## config.mk

```make
export PLATFORM = sky130hd
export DESIGN_NAME = stopwatch_scan_display
export DESIGN_NICKNAME = d
export VERILOG_FILES = /design/src/rtl/stopwatch_pkg.sv /design/src/rtl/seg7_decode.sv /design/src/rtl/stopwatch_scan_display.sv
export SDC_FILE = /design/constraint.sdc
export NUM_CORES = 1
export LEC_CHECK = 0
export BUFFER_PORTS_ARGS = -buffer_cell sky130_fd_sc_hd__buf_2
export CORE_ASPECT_RATIO = 0.5
export CORE_MARGIN = 2
export CORE_UTILIZATION = 41
export CTS_CLUSTER_SIZE = 24
export DETAILED_ROUTE_END_ITERATION = 16
export SYNTH_ARGS = -nofsm -noshare
export SYNTH_HDL_FRONTEND = slang
export SYNTH_HIERARCHICAL = 1
export SYNTH_SLANG_ARGS = --single-unit
```

## constraint.sdc

```tcl
create_clock -name clk -period 7.4 [get_ports clk]
set_input_delay 1.11 -clock clk [delete_from_list [all_inputs] [get_ports clk]]
set_output_delay 1.11 -clock clk [all_outputs]
set_load 0.01 [all_outputs]
```

## src/rtl/stopwatch_pkg.sv

```systemverilog
// stopwatch_pkg: run-state encoding, per-digit radix table and 7-segment patterns
package stopwatch_pkg;
  typedef enum logic [1:0] {ST_STOP, ST_RUN, ST_DONE} run_state_t;

  // Digit radix LSD first: cc (10,10), SS (10,6), MM (10,6), HH (10,10)
  function automatic logic [3:0] radix(input int i);
    return (i == 3 || i == 5) ? 4'd6 : 4'd10;
  endfunction

  // Active-high {g,f,e,d,c,b,a}; codes 10-15 blank
  function automatic logic [6:0] seg7(input logic [3:0] d);
    case (d)
      4'd0: return 7'h3f;
      4'd1: return 7'h06;
      4'd2: return 7'h5b;
      4'd3: return 7'h4f;
      4'd4: return 7'h66;
      4'd5: return 7'h6d;
      4'd6: return 7'h7d;
      4'd7: return 7'h07;
      4'd8: return 7'h7f;
      4'd9: return 7'h6f;
      default: return 7'h00;
    endcase
  endfunction
endpackage

```

## src/rtl/seg7_decode.sv

```systemverilog
// seg7_decode: combinational BCD to active-high segments, blank above 9
module seg7_decode
  import stopwatch_pkg::*;
(
  input  logic [3:0] bcd,
  output logic [6:0] seg
);
  assign seg = seg7(bcd);
endmodule

```

## src/rtl/stopwatch_scan_display.sv

```systemverilog
// stopwatch_scan_display: BCD up/down stopwatch with lap freeze and a
// multiplexed 7-segment scanner driving a shared segment bus.
module stopwatch_scan_display
  import stopwatch_pkg::*;
#(
  parameter int CLK_HZ         = 50_000_000,
  parameter int TICK_HZ        = 100,
  parameter int SCAN_HZ        = 1000,
  parameter int N_DIGITS       = 6,
  parameter int SEG_ACTIVE_LOW = 1,
  parameter int DIG_ACTIVE_LOW = 1
) (
  input  logic                  clk,
  input  logic                  rst,
  input  logic                  start,
  input  logic                  lap,
  input  logic                  mode,
  input  logic                  load,
  input  logic [4*N_DIGITS-1:0] load_val,
  output logic [4*N_DIGITS-1:0] count,
  output logic                  running,
  output logic                  done,
  output logic [6:0]            out,
  output logic [N_DIGITS-1:0]   dig
);
  localparam int W        = 4 * N_DIGITS;
  localparam int TICK_DIV = CLK_HZ / TICK_HZ;
  localparam int SCAN_DIV = CLK_HZ / (SCAN_HZ * N_DIGITS);
  localparam int PW       = $clog2(TICK_DIV) + 1;
  localparam int SW       = $clog2(SCAN_DIV) + 1;
  localparam int IW       = $clog2(N_DIGITS);
  localparam logic [6:0]          SEG_OFF = (SEG_ACTIVE_LOW != 0) ? 7'h7f : 7'h00;
  localparam logic [N_DIGITS-1:0] DIG_OFF = (DIG_ACTIVE_LOW != 0) ? {N_DIGITS{1'b1}} : '0;

  run_state_t           state, state_nx;
  logic [W-1:0]         count_nx, clamped, disp, shown;
  logic [PW-1:0]        pre;
  logic [SW-1:0]        sc;
  logic [IW-1:0]        idx;
  logic [3:0]           d, r, ld, cur;
  logic [6:0]           seg;
  logic [N_DIGITS-1:0]  dig_oh;
  logic                 mode_q, frozen, tick, carry;

  assign running = state == ST_RUN;
  assign done    = state == ST_DONE;
  assign tick    = running && pre == PW'(TICK_DIV - 1);
  assign shown   = frozen ? disp : count;
  assign dig_oh  = N_DIGITS'(1) << idx;

  // Ripple carry/borrow through the digits; also clamps the preload per radix
  always_comb begin
    count_nx = count;
    clamped  = load_val;
    carry    = 1'b1;
    d        = '0;
    r        = '0;
    ld       = '0;
    for (int i = 0; i < N_DIGITS; i++) begin
      d  = count[4*i +: 4];
      r  = radix(i);
      ld = load_val[4*i +: 4];
      count_nx[4*i +: 4] = !carry ? d
                         : mode_q ? (d == 4'd0 ? r - 4'd1 : d - 4'd1)
                         : (d == r - 4'd1 ? 4'd0 : d + 4'd1);
      carry = carry && (mode_q ? d == 4'd0 : d == r - 4'd1);
      clamped[4*i +: 4] = ld >= r ? r - 4'd1 : ld;
    end
  end

  // A tick coinciding with start is applied first; reaching zero wins over the toggle
  always_comb begin
    state_nx = load ? ST_STOP
             : (state == ST_STOP && start && !(mode && count == '0)) ? ST_RUN
             : (state == ST_RUN && tick && mode_q && count_nx == '0) ? ST_DONE
             : (state == ST_RUN && start) ? ST_STOP
             : state;
  end

  always_comb begin
    cur = '0;
    for (int i = 0; i < N_DIGITS; i++)
      if (idx == IW'(i)) cur = shown[4*i +: 4];
  end

  seg7_decode u_dec (.bcd(cur), .seg(seg));

  always_ff @(posedge clk or negedge rst) begin
    if (!rst) begin
      state  <= ST_STOP;
      count  <= '0;
      pre    <= '0;
      mode_q <= 1'b0;
      frozen <= 1'b0;
      disp   <= '0;
      sc     <= '0;
      idx    <= '0;
      out    <= SEG_OFF;
      dig    <= DIG_OFF;
    end else begin
      state  <= state_nx;
      count  <= load ? clamped : tick ? count_nx : count;
      pre    <= (tick || !running) ? '0 : pre + PW'(1);
      mode_q <= running ? mode_q : mode;
      frozen <= load ? 1'b0 : lap ? !frozen : frozen;
      disp   <= (lap && !frozen) ? count : disp;
      sc     <= sc == SW'(SCAN_DIV - 1) ? '0 : sc + SW'(1);
      idx    <= sc != SW'(SCAN_DIV - 1) ? idx : idx == IW'(N_DIGITS - 1) ? '0 : idx + IW'(1);
      out    <= seg ^ SEG_OFF;
      dig    <= dig_oh ^ DIG_OFF;
    end
  end
endmodule
```

==> results.py, run 1 <==
metrics = {
    "logic_synthesis": {
        "mappedNetlistNets": 782,
        "synth_async_sr_flop_share_pct": 100,
        "sequential_share_of_the_synthesized_area_pct": 40.1,
        "synth_enable_flop_cells": 0,
        "postSynthAreaPerCell_sq_um": 8.71,
        "post_synth_num_cell_types": 78,
        "synth-seq-cells": 103,
        "post_synth_inst_count": 742,
        "yosys_most_used_dff": "sky130_fd_sc_hd__dfrtp_1",
        "synth-warning-count": 6,
        "post_synth_instance_area_sq_mm": 0.00646,
    },
    "grt": {
        "first_global_vias": 4998,
        "groute.layer.met1.usage_pct": 27.3,
        "gr_met2_demand_resource_pct": 29.7,
        "grt_overflow": 0,
        "grt_antenna_before_repair": 0,
        "global_route.peak_usage_layer": "met2",
        "grt_util_met3_pct": 3.93,
        "grt_pass1_wl_mm": 25.6,
        "pin_count_of_the_biggest_net_entering_global_routing": 85,
        "overall_global_routing_resource_usage_pct": 19.0,
    },
    "route": {
        "dr_total_vias": 5471,
        "routed_wire_length_per_instance_um": 15.9,
        "detail_route.iter0.violations": 471,
        "via_per_inst": 5.57,
        "route.antenna.remaining_nets": 0,
        "count_of_tritonroute_iterations_in_the_first_routing_pass": 5,
        "routed_wirelength_mm": 15.7,
        "remaining_drc_errors": 0,
    },
    "power": {
        "ir_worst_vdd_mv": 0.126,
        "power-per-cell-area_mw_per_mm2": 198,
        "power.share.switching_pct": 31.0,
        "proportion_of_power_drawn_by_flip_flops_and_latches_pct": 46.3,
        "leakagePower_nw": 2.99,
        "combinationalPowerShare_pct": 17.6,
        "switching_power_mw": 0.444,
        "total_power_mw": 1.43,
        "power_frac_clock_pct": 36.1,
        "cell_internal_pwr_mw": 0.985,
    },
    "sta": {
        "rsz0062_at_grt": "no",
        "post-route-min-period_ns": 3.14,
        "fin_worst_skew_ns": 0.00927,
        "report.final.hold_viol_count": 0,
        "worst_pin_slew_ns": 1.08,
        "report.final.setup_viol": 0,
        "slew-limit-headroom_pct": 28.1,
        "setup_total_negative_slack_ns": 0,
        "report.final.slew_viol_count": 0,
        "finalCritPeriodShare_pct": 42.4,
        "fmaxAchievable_ghz": 0.319,
    },
    "place": {
        "placer_s_final_routability_congestion_estimate": 0.847,
        "post-dp-hpwl_mm": 10.8,
        "io_buffers": 68,
    },
    "clock_network": {
        "cts-resized-gates": 0,
        "clock_tree_from_tritoncts": "built",
        "clock_sink_count": 103,
        "max-clock-path-buffers": 2,
        "number_of_hold_repair_buffers_added_at_the_cts_stage": 0,
        "insertion_delay_ns": 0.36,
        "cts_inserted_buffers": 9,
        "clock_tree.htree_level_count": 3,
        "clock_pin_slew_reported_for_the_worst_setup_and_hold_paths_after_clock_tree_synthesis_ns": 0.08,
        "clock_tree.root_cell": "sky130_fd_sc_hd__clkbuf_16",
        "post_cts.repair.setup_buffers": 0,
    },
    "die": {
        "floorplan_die_height_um": 92.8,
        "dieArea_sq_mm": 0.0168,
        "fp.coreArea_sq_mm": 0.0154,
        "floorplan.io_pins": 69,
        "dieWidth_um": 182,
        "placementRows": 32,
        "floorplan.initialDensity_pct": 41.9,
    },
    "setup_path": {
        "crit_type": "flip-flop to flip-flop",
        "worst_setup_start_kind": "flip-flop",
        "worst_ep_required_time_ns": 7.63,
        "timing.critical_path.arrival_ns": 3.37,
        "r2r_cells": 9,
        "worstPathMaxFanout": 45,
        "critical_path.endpoint_type": "flip-flop",
    },
    "layout": {
        "drive_above_1_share_pct": 17.8,
        "antenna-diode-count": 0,
        "design.final.nets": 814,
        "multiInputGateArea_sq_mm": 0.00352,
        "register_area_sq_mm": 0.00259,
        "number_of_fill_cells_in_the_layout": 1463,
        "areaGrowthSynthToFinish_pct": 11.6,
    },
    "min_path": {
        "whs_path_depth": 2,
        "min-delay-path-class": "flip-flop to flip-flop",
    },
    "run": {
        "drv_cap": 0,
    },
    "outcome": {
        "run_status": "completed",
    },
}
## sequential cells by signal (all words and copies together) (netlist names)
register and cells:
idx 3, dig 6, sc 15, disp 24, out 7, count 24, frozen 1, pre 20
mode_q 1, state 2
## power by group through the flow
stage	clock (mW)	combinational, mW	sequential, mW
floorplan	0	0.189	0.651
global placement	0	0.249	0.670
detailed placement	0	0.252	0.672
CTS	0.533	0.253	0.661
global route	0.555	0.281	0.669
finish	0.516	0.251	0.662
## stage by stage
step / hold WS, ns / utilization, % / instance area (sq um) / setup WS, ns / cells
floorplan: 0.446 / - / 6460 / 4.20 / 742
global route: 0.515 / 46.8 / 7210 / 4.08 / 983
finish: 0.484 / 46.8 / 7210 / 4.26 / 983
detailed placement: 0.470 / 44.7 / 6890 / 4.33 / 967
CTS: 0.487 / 46.8 / 7210 / 4.31 / 983
global placement: 0.461 / 44.7 / 6890 / 4.42 / 967
## cell usage after synthesis (all sizes together), types with 3 or more instances
cell     n  area (sq um)
a21o     3          22.5
a21oi   26           134
a22oi    3          22.5
a31o     3          26.3
a31oi    8          50.1
and2     6          37.5
and3    15          93.8
and3b    3          27.5
buf     14          68.8
clkbuf  39           148
dfrtp   90          2250
dfstp   13           342
ha      10           125
inv     34           128
mux2    13           146
mux2i   29           294
nand2   72           270
nand2b   9          56.3
nand3   29           145
nand3b   5          37.5
nand4    8          50.1
nor2    69           267
nor2b    6          45.0
nor3    12          65.1
nor3b    5          47.5
nor4    15           121
nor4b    6          58.8
o211ai  15           118
o21a     6          45.0
o21ai   78           398
o221ai   5          43.8
o22ai    6          43.8
or2      4          25.0
or3      7          43.8
xnor2   19           166
xor2    22           193
## kinds of logic after synthesis
group | after synthesis | synth area share [%]
AND/OR/NAND/NOR | 276 | 22.2
AO/OA/AOI/OAI | 181 | 17.9
flip-flops | 103 | 40.1
buffers and inverters | 89 | 5.44
multiplexers | 42 | 6.82
XOR/XNOR | 41 | 5.56
adder cells (fa/ha/maj) | 10 | 1.94
## layer usage
| metal | routed length [um] | share of wire [%] | up-vias |
|---|---|---|---|
| met5 | 0 | 0 | - |
| met4 | 180 | 1.2 | 0 |
| met3 | 702 | 4.5 | 17 |
| met2 | 6910 | 44 | 130 |
| met1 | 7860 | 50 | 2621 |
| li1 | - | - | 2703 |
## critical path, stage by stage, from the launching register on
cell	delay (ns)
sky130_fd_sc_hd__dfrtp_1	0.32
sky130_fd_sc_hd__buf_4	0.36
sky130_fd_sc_hd__and3b_2	0.30
sky130_fd_sc_hd__o21ai_2	0.48
sky130_fd_sc_hd__nor4_4	0.13
sky130_fd_sc_hd__a32o_1	0.28
sky130_fd_sc_hd__a221o_1	0.31
sky130_fd_sc_hd__or3_1	0.40
sky130_fd_sc_hd__nor4_2	0.30
sky130_fd_sc_hd__o21ai_1	0.11
## layout by cell type (no fill, tap or decap), types with 6 or more instances in the layout
cell type,netlist,final
sky130_fd_sc_hd__inv_1,34,34
sky130_fd_sc_hd__nor4_1,12,12
sky130_fd_sc_hd__o21ai_0,74,74
sky130_fd_sc_hd__nand3_1,29,29
sky130_fd_sc_hd__o21a_1,6,6
sky130_fd_sc_hd__dfrtp_1,90,90
sky130_fd_sc_hd__or3_1,7,7
sky130_fd_sc_hd__clkbuf_16,0,9
sky130_fd_sc_hd__nand4_1,8,8
sky130_fd_sc_hd__o211ai_1,14,14
sky130_fd_sc_hd__xor2_1,22,22
sky130_fd_sc_hd__mux2i_1,28,28
sky130_fd_sc_hd__nand2b_1,9,9
sky130_fd_sc_hd__dfstp_2,13,13
sky130_fd_sc_hd__nand2_1,72,72
sky130_fd_sc_hd__buf_4,0,7
sky130_fd_sc_hd__and3_1,15,15
sky130_fd_sc_hd__a21oi_1,25,25
sky130_fd_sc_hd__nor3_1,11,11
sky130_fd_sc_hd__xnor2_1,19,19
sky130_fd_sc_hd__mux2_2,13,13
sky130_fd_sc_hd__buf_2,7,67
sky130_fd_sc_hd__nor2_1,68,68
sky130_fd_sc_hd__ha_1,10,10
sky130_fd_sc_hd__and2_1,6,6
sky130_fd_sc_hd__a31oi_1,8,8
## path summary, 6_finish.rpt
kind | start | to | slack [ns]
worst max register to register | mode_q$_DFFE_PN0N_ | state[0]$_DFFE_PN0P_ | 4.26
max in group asynchronous | rst | pre[12]$_DFF_PN0_ | 5.41
worst min register to register | disp[4]$_DFFE_PN0P_ | disp[4]$_DFFE_PN0P_ | 0.48
worst max-delay path | mode_q$_DFFE_PN0N_ | state[0]$_DFFE_PN0P_ | 4.26
worst min-delay path | disp[4]$_DFFE_PN0P_ | disp[4]$_DFFE_PN0P_ | 0.48
min in group asynchronous | rst | count[8]$_DFFE_PN0P_ | 0.62
## cell type report
class	count	area share, %
multi-input combinational	550	48.7
sequential	103	36.0
timing repair buffer	74	5.38
tap	204	3.54
clock buffer	9	3.12
inverter	36	1.87
clock inverter	7	1.39
(Power assumes the default switching activity.)
==> run 2, diff against run 1 <==
ABC_AREA = 1   (was not set)
clock period = 2.85 ns   (was 7.4 ns; I/O delays follow)
==> run 2 against run 1 <==
Routed wire length is 1.1% higher. Worst hold slack got worse by 0.17 ns. Clock-buffer cell count rose by 2. Synthesized area down 1.5%. Fmax up 24%. Final area rose by 1.1%. Combinational power rose to 3.6 times the previous value. Register-to-register slack got worse by 3.9 ns. Via count increased by 9.8%. Largest cell class unchanged. Largest power group unchanged.
==> results.py, run 2 <==
metrics = {
    "layout": {
        "design_area_sq_mm": 0.00729,
        "layout.cells.most_common_list": "sky130_fd_sc_hd__nand2_1, sky130_fd_sc_hd__inv_1, sky130_fd_sc_hd__dfrtp_1, sky130_fd_sc_hd__nor2_1, sky130_fd_sc_hd__o21ai_0",
        "post-route-util_pct": 47.7,
        "mostFrequentLayoutCell": "sky130_fd_sc_hd__nand2_1",
        "register_area_sq_mm": 0.00259,
        "final_cell_count_without_fillers": 1173,
        "number_of_fill_cells_in_the_layout": 1551,
        "multiInputGateArea_sq_mm": 0.00321,
        "design.final.nets": 1004,
        "antenna-diode-count": 0,
        "layout_top_registers": "count x24, disp x24, pre x20",
        "areaGrowthSynthToFinish_pct": 14.5,
        "drive_above_1_share_pct": 15.0,
    },
    "logic_synthesis": {
        "synth-seq-cells": 103,
        "post_synth_num_cell_types": 46,
        "synth-warning-count": 6,
        "postSynthAreaPerCell_sq_um": 7.13,
        "synth_async_sr_flop_share_pct": 100,
        "synth_top_area_share_pct": 35.4,
        "synth_enable_flop_cells": 0,
        "sequential_share_of_the_synthesized_area_pct": 40.8,
        "post_synth_inst_count": 893,
        "synth_area_leaders": "sky130_fd_sc_hd__dfrtp_1, sky130_fd_sc_hd__nand2_1, sky130_fd_sc_hd__inv_1",
        "mappedNetlistNets": 933,
        "post_synth_instance_area_sq_mm": 0.00636,
        "yosys_most_used_dff": "sky130_fd_sc_hd__dfrtp_1",
        "yosysMostFrequentCell": "sky130_fd_sc_hd__nand2_1",
        "netlist_top_cells_count": "sky130_fd_sc_hd__nand2_1, sky130_fd_sc_hd__inv_1, sky130_fd_sc_hd__dfrtp_1",
        "synthDominantAreaCellType": "sky130_fd_sc_hd__dfrtp_1",
    },
    "die": {
        "floorplan_die_height_um": 92.1,
        "dieArea_sq_mm": 0.0166,
        "floorplan.initialDensity_pct": 41.6,
        "placementRows": 32,
        "dieWidth_um": 180,
        "fp.coreArea_sq_mm": 0.0153,
        "floorplan.io_pins": 69,
    },
    "place": {
        "placer_s_final_routability_congestion_estimate": 0.890,
        "placement.cell_area_sq_mm": 0.00697,
        "numPlacedInstances": 1156,
        "post-dp-hpwl_mm": 11.8,
        "io_buffers": 68,
    },
    "route": {
        "wirelength_met1_mm": 8.13,
        "dr_total_vias": 6009,
        "routed_wirelength_mm": 15.8,
        "remaining_drc_errors": 0,
        "routed_wire_length_per_instance_um": 13.5,
        "detail_route.iter0.violations": 379,
        "route.met2.wl_mm": 6.81,
        "route.antenna.remaining_nets": 0,
        "count_of_tritonroute_iterations_in_the_first_routing_pass": 5,
        "route.top_layer_used": "met4",
        "via_per_inst": 5.12,
        "detailroute.wirelength.met3_um": 754,
    },
    "sta": {
        "fmaxAchievable_ghz": 0.395,
        "report.final.hold_viol_count": 0,
        "finalCritPeriodShare_pct": 88.7,
        "setup_total_negative_slack_ns": 0,
        "fin_worst_hold_slack_ns": 0.316,
        "fin_worst_skew_ns": 0.0105,
        "post-route-min-period_ns": 2.53,
        "worst_pin_slew_ns": 0.665,
        "slew-limit-headroom_pct": 55.6,
        "report.final.slew_viol_count": 0,
        "report.final.setup_viol": 0,
        "rsz0062_at_grt": "no",
    },
    "power": {
        "power-per-cell-area_mw_per_mm2": 537,
        "ir_worst_vdd_mv": 0.281,
        "leakagePower_nw": 3.58,
    },
    "clock_network": {
        "max-clock-path-buffers": 2,
        "cts_inserted_buffers": 9,
        "clock_tree.htree_level_count": 3,
        "clock_tree_from_tritoncts": "built",
        "insertion_delay_ns": 0.35,
        "clock_pin_slew_reported_for_the_worst_setup_and_hold_paths_after_clock_tree_synthesis_ns": 0.07,
        "clock_sink_count": 103,
        "post_cts.repair.setup_buffers": 0,
        "clock_tree.root_cell": "sky130_fd_sc_hd__clkbuf_16",
    },
    "setup_path": {
        "r2r_cells": 12,
        "critical_path.most_common_cell": "sky130_fd_sc_hd__nand2_1",
        "crit_type": "flip-flop to flip-flop",
        "worst_setup_start_kind": "flip-flop",
        "timing.critical_path.arrival_ns": 2.81,
        "reg2reg_to": "out[3]$_DFF_PN1_",
        "critical_path.cell_chain": "buf_4 > clkinv_1 > nand2_1 > o211ai_1 > a31oi_1 > inv_1 > ha_1 > nand2_1 > nand2_1 > nand2_1 > nand2_1 > inv_1",
        "regToRegSetupSlack_ns": 0.32,
        "crit_path_max_incr_delay_ns": 0.59,
        "regToRegStartpoint": "frozen$_DFFE_PN0P_",
        "worst_ep_required_time_ns": 3.13,
        "critical_path.endpoint_type": "flip-flop",
        "worstPathMaxFanout": 15,
        "critical-path-slowest-cell": "sky130_fd_sc_hd__dfrtp_1",
    },
    "grt": {
        "first_global_vias": 5455,
        "grt_antenna_before_repair": 0,
        "pin_count_of_the_biggest_net_entering_global_routing": 90,
        "overall_global_routing_resource_usage_pct": 19.7,
        "grt_pass1_wl_mm": 26.6,
        "grt_overflow": 0,
    },
    "min_path": {
        "min-delay-path-class": "input pin to flip-flop",
        "whs_path_depth": 2,
        "hold_path.startpoint": "load_val[8]",
        "worst_hold_endpoint": "count[8]$_DFFE_PN0P_",
    },
    "run": {
        "drv_cap": 0,
    },
    "outcome": {
        "run_status": "completed",
    },
}
-- run 2: worst max-delay path by stage --
| stage | start | to | slack, ns | cells past startpoint |
|---|---|---|---|---|
| floorplan | idx[0]$_DFFE_PN0N_ | out[3]$_DFF_PN1_ | 0.69 | 14 |
| global placement | idx[0]$_DFFE_PN0N_ | out[3]$_DFF_PN1_ | 0.53 | 12 |
| detailed placement | frozen$_DFFE_PN0P_ | out[3]$_DFF_PN1_ | 0.37 | 12 |
| CTS | frozen$_DFFE_PN0P_ | out[3]$_DFF_PN1_ | 0.36 | 12 |
| global route | idx[1]$_DFFE_PN0N_ | out[3]$_DFF_PN1_ | 0.06 | 13 |
| finish | frozen$_DFFE_PN0P_ | out[3]$_DFF_PN1_ | 0.32 | 12 |
-- run 2: cells by family after synthesis --
kind of cell | Yosys count | share of synthesized area (%)
flops | 103 | 40.8
compound gates | 145 | 13.4
buf+inv | 144 | 8.89
simple gates | 481 | 33.6
fa+ha+maj | 10 | 1.97
xor+xnor | 10 | 1.38
-- run 2: power breakdown --
group | switching, mW | leakage, nW | internal [mW]
Sequential | 0.110 | 1.30 | 1.61
Clock | 0.568 | 0.147 | 0.714
Combinational | 0.609 | 2.13 | 0.305
Total | 1.29 | 3.58 | 2.63
-- run 2: stage by stage --
step | total power [mW] | worst slack (ns)
finish | 3.92 | 0.321
detailed placement | 2.66 | 0.367
global placement | 2.65 | 0.525
CTS | 3.96 | 0.356
global route | 4.17 | 0.0557
floorplan | 2.35 | 0.693
-- run 2: cell type report --
cell class / instances / area share [%]
tap: 204 / 3.50
inverter: 120 / 6.20
clock buffer: 11 / 3.33
clock inverter: 5 / 0.875
multi-input combinational: 646 / 44.0
timing repair buffer: 84 / 6.56
sequential: 103 / 35.6
-- run 2: what timing repair did --
item,4_1_cts,5_1_grt
endpoints found under the hold margin,14,0
resized for setup,0,0
hold buffers,1,0
-- run 2: routing by layer --
metal  track usage, %  vias to the layer above
met4             3.76                        0
met1             28.9                     2794
li1                 -                     3064
met2             30.4                      140
met3             3.77                       11
met5                0                        -
-- run 2: worst max-delay path, delay by kind of cell, from the launching register on --
family / cells / cell delay [ns]
buf+inv: 4 / 0.68
compound gates: 2 / 0.52
flops: 1 / 0.59
simple gates: 5 / 0.37
fa+ha+maj: 1 / 0.32
==> run 3, diff against run 2 <==
CTS_BUF_LIST = sky130_fd_sc_hd__clkbuf_4   (was not set)
==> run 3 against run 2 <==
Clock skew is 0.011 ns higher. Clock-buffer cell count is 1 lower. Die area stayed put. First-iteration DRC count is 2.6% higher. Critical path depth stayed put. Final area is 2.2% lower. Flip-flop and latch count stayed put. Power is 13% lower. Global-route usage is 0.070 points lower. Clock power is 38% lower. Highest routed layer unchanged.
==> results.py, run 3 (synthesis gave the netlist of run 2 again) <==
metrics = {
    "outcome": {
        "run_status": "completed",
    },
    "min_path": {
        "hold_path.startpoint": "load_val[8]",
        "min-delay-path-class": "input pin to flip-flop",
        "whs_path_depth": 2,
        "worst_hold_endpoint": "count[8]$_DFFE_PN0P_",
    },
    "clock_network": {
        "cts_inserted_buffers": 9,
        "insertion_delay_ns": 0.47,
        "clock_tree_from_tritoncts": "built",
        "clock_tree.root_cell": "sky130_fd_sc_hd__clkbuf_4",
        "clock_tree.htree_level_count": 3,
        "cts-resized-gates": 0,
        "max-clock-path-buffers": 2,
        "post_cts.repair.setup_buffers": 0,
        "clock_sink_count": 103,
        "clock_pin_slew_reported_for_the_worst_setup_and_hold_paths_after_clock_tree_synthesis_ns": 0.16,
    },
    "place": {
        "post-dp-hpwl_mm": 11.8,
        "io_buffers": 68,
        "placer_s_final_routability_congestion_estimate": 0.890,
    },
    "sta": {
        "report.final.hold_viol_count": 0,
        "setup_total_negative_slack_ns": 0,
        "worst_pin_slew_ns": 0.677,
        "report.final.slew_viol_count": 0,
        "finalCritPeriodShare_pct": 89.5,
        "slew-limit-headroom_pct": 54.8,
        "fmaxAchievable_ghz": 0.392,
        "fin_worst_skew_ns": 0.0215,
        "post-route-min-period_ns": 2.55,
        "report.final.setup_viol": 0,
        "rsz0062_at_grt": "no",
    },
    "power": {
        "leakagePower_nw": 3.51,
        "power-per-cell-area_mw_per_mm2": 480,
        "total_power_mw": 3.43,
        "ir_worst_vdd_mv": 0.248,
    },
    "setup_path": {
        "critical-path-top-delay-family": "buffers and inverters",
        "critical_path.most_common_cell": "sky130_fd_sc_hd__nand2_1",
        "r2r_cells": 12,
        "reg2reg_to": "out[3]$_DFF_PN1_",
        "worst_ep_required_time_ns": 3.26,
        "critical_path.cell_chain": "buf_4 > clkinv_1 > nand2_1 > o211ai_1 > a31oi_1 > inv_1 > ha_1 > nand2_1 > nand2_1 > nand2_1 > nand2_1 > inv_1",
        "worstPathMaxFanout": 15,
        "crit_start": "frozen$_DFFE_PN0P_",
        "regToRegSetupSlack_ns": 0.30,
        "crit_path_max_incr_delay_ns": 0.62,
        "critical_path.endpoint_type": "flip-flop",
        "timing.critical_path.arrival_ns": 2.96,
        "worst_setup_start_kind": "flip-flop",
        "regToRegStartpoint": "frozen$_DFFE_PN0P_",
        "crit_type": "flip-flop to flip-flop",
        "path_buf_inv": 4,
        "critical-path-slowest-cell": "sky130_fd_sc_hd__dfrtp_1",
    },
    "route": {
        "remaining_drc_errors": 0,
        "route.antenna.remaining_nets": 0,
        "routed_wire_length_per_instance_um": 13.4,
        "routed_wirelength_mm": 15.7,
        "dr_total_vias": 6008,
        "detail_route.iter0.violations": 389,
        "via_per_inst": 5.12,
        "count_of_tritonroute_iterations_in_the_first_routing_pass": 5,
    },
    "layout": {
        "drive_above_1_share_pct": 15.0,
        "multiInputGateArea_sq_mm": 0.00321,
        "register_area_sq_mm": 0.00259,
        "layout_top_registers": "count x24, disp x24, pre x20",
        "layout.cells.most_common_list": "sky130_fd_sc_hd__nand2_1, sky130_fd_sc_hd__inv_1, sky130_fd_sc_hd__dfrtp_1, sky130_fd_sc_hd__nor2_1, sky130_fd_sc_hd__o21ai_0",
        "areaGrowthSynthToFinish_pct": 12.0,
        "design.final.nets": 1004,
        "number_of_fill_cells_in_the_layout": 1578,
        "post-route-util_pct": 46.6,
        "mostFrequentLayoutCell": "sky130_fd_sc_hd__nand2_1",
    },
    "die": {
        "placementRows": 32,
        "dieArea_sq_mm": 0.0166,
        "floorplan.initialDensity_pct": 41.6,
        "dieWidth_um": 180,
        "floorplan.io_pins": 69,
        "fp.coreArea_sq_mm": 0.0153,
        "floorplan_die_height_um": 92.1,
    },
    "grt": {
        "grt_antenna_before_repair": 1,
        "pin_count_of_the_biggest_net_entering_global_routing": 90,
        "overall_global_routing_resource_usage_pct": 19.6,
        "grt_pass1_wl_mm": 26.6,
        "first_global_vias": 5499,
        "grt_overflow": 0,
    },
    "run": {
        "drv_cap": 0,
    },
}
-- run 3: cell types whose count changed in the layout (fill, tap and decap cells not counted), sizes merged --
cell    change
clkbuf      -1
clkinv      +1
diode       +1
-- run 3: where the power goes --
group | total [mW] | leakage [nW] | switching [mW] | internal (mW)
logic | 0.912 | 2.13 | 0.607 | 0.305
clock network | 0.793 | 0.0750 | 0.510 | 0.283
registers | 1.72 | 1.30 | 0.109 | 1.61
-- run 3: per-layer routing --
metal	vias to the layer above	GRT usage (%)	share of wire (%)
met4	0	4.17	0.88
met3	13	3.30	5.9
met2	161	30.6	43
met5	-	0	0
met1	2769	28.7	50
li1	3065	-	-
-- run 3: what timing repair did --
action / 4_1_cts / 5_1_grt
hold buffers: 1 / 0
endpoints found under the hold margin: 14 / 0
setup endpoints to repair: 0 / 0
-- run 3: how the worst max path moves through the flow --
stage / slack (ns) / end / cells after the start
6_report: 0.30 / out[3]$_DFF_PN1_ / 12
5_1_grt: 0.04 / out[3]$_DFF_PN1_ / 13
4_1_cts: 0.35 / out[3]$_DFF_PN1_ / 12
2_1_floorplan: 0.69 / out[3]$_DFF_PN1_ / 14
3_5_place_dp: 0.37 / out[3]$_DFF_PN1_ / 12
3_3_place_gp: 0.53 / out[3]$_DFF_PN1_ / 12
-- run 3: layout make-up --
class,count,area share (%)
Clock buffer,10,1.05
Tap cell,204,3.58
Timing Repair Buffer,84,6.70
Antenna cell,1,0.0351
Inverter,120,6.34
Clock inverter,6,0.948
Multi-Input combinational cell,646,45.0
Sequential cell,103,36.4
-- run 3: stage by stage --
step	instances	cell area [sq um]	hold slack (ns)	worst slack, ns
2_1_floorplan	893	6360	0.132	0.693
3_3_place_gp	1156	6970	0.298	0.525
3_5_place_dp	1156	6970	0.302	0.367
4_1_cts	1173	7130	0.164	0.353
5_1_grt	1174	7130	0.184	0.0431
6_report	1174	7130	0.196	0.300
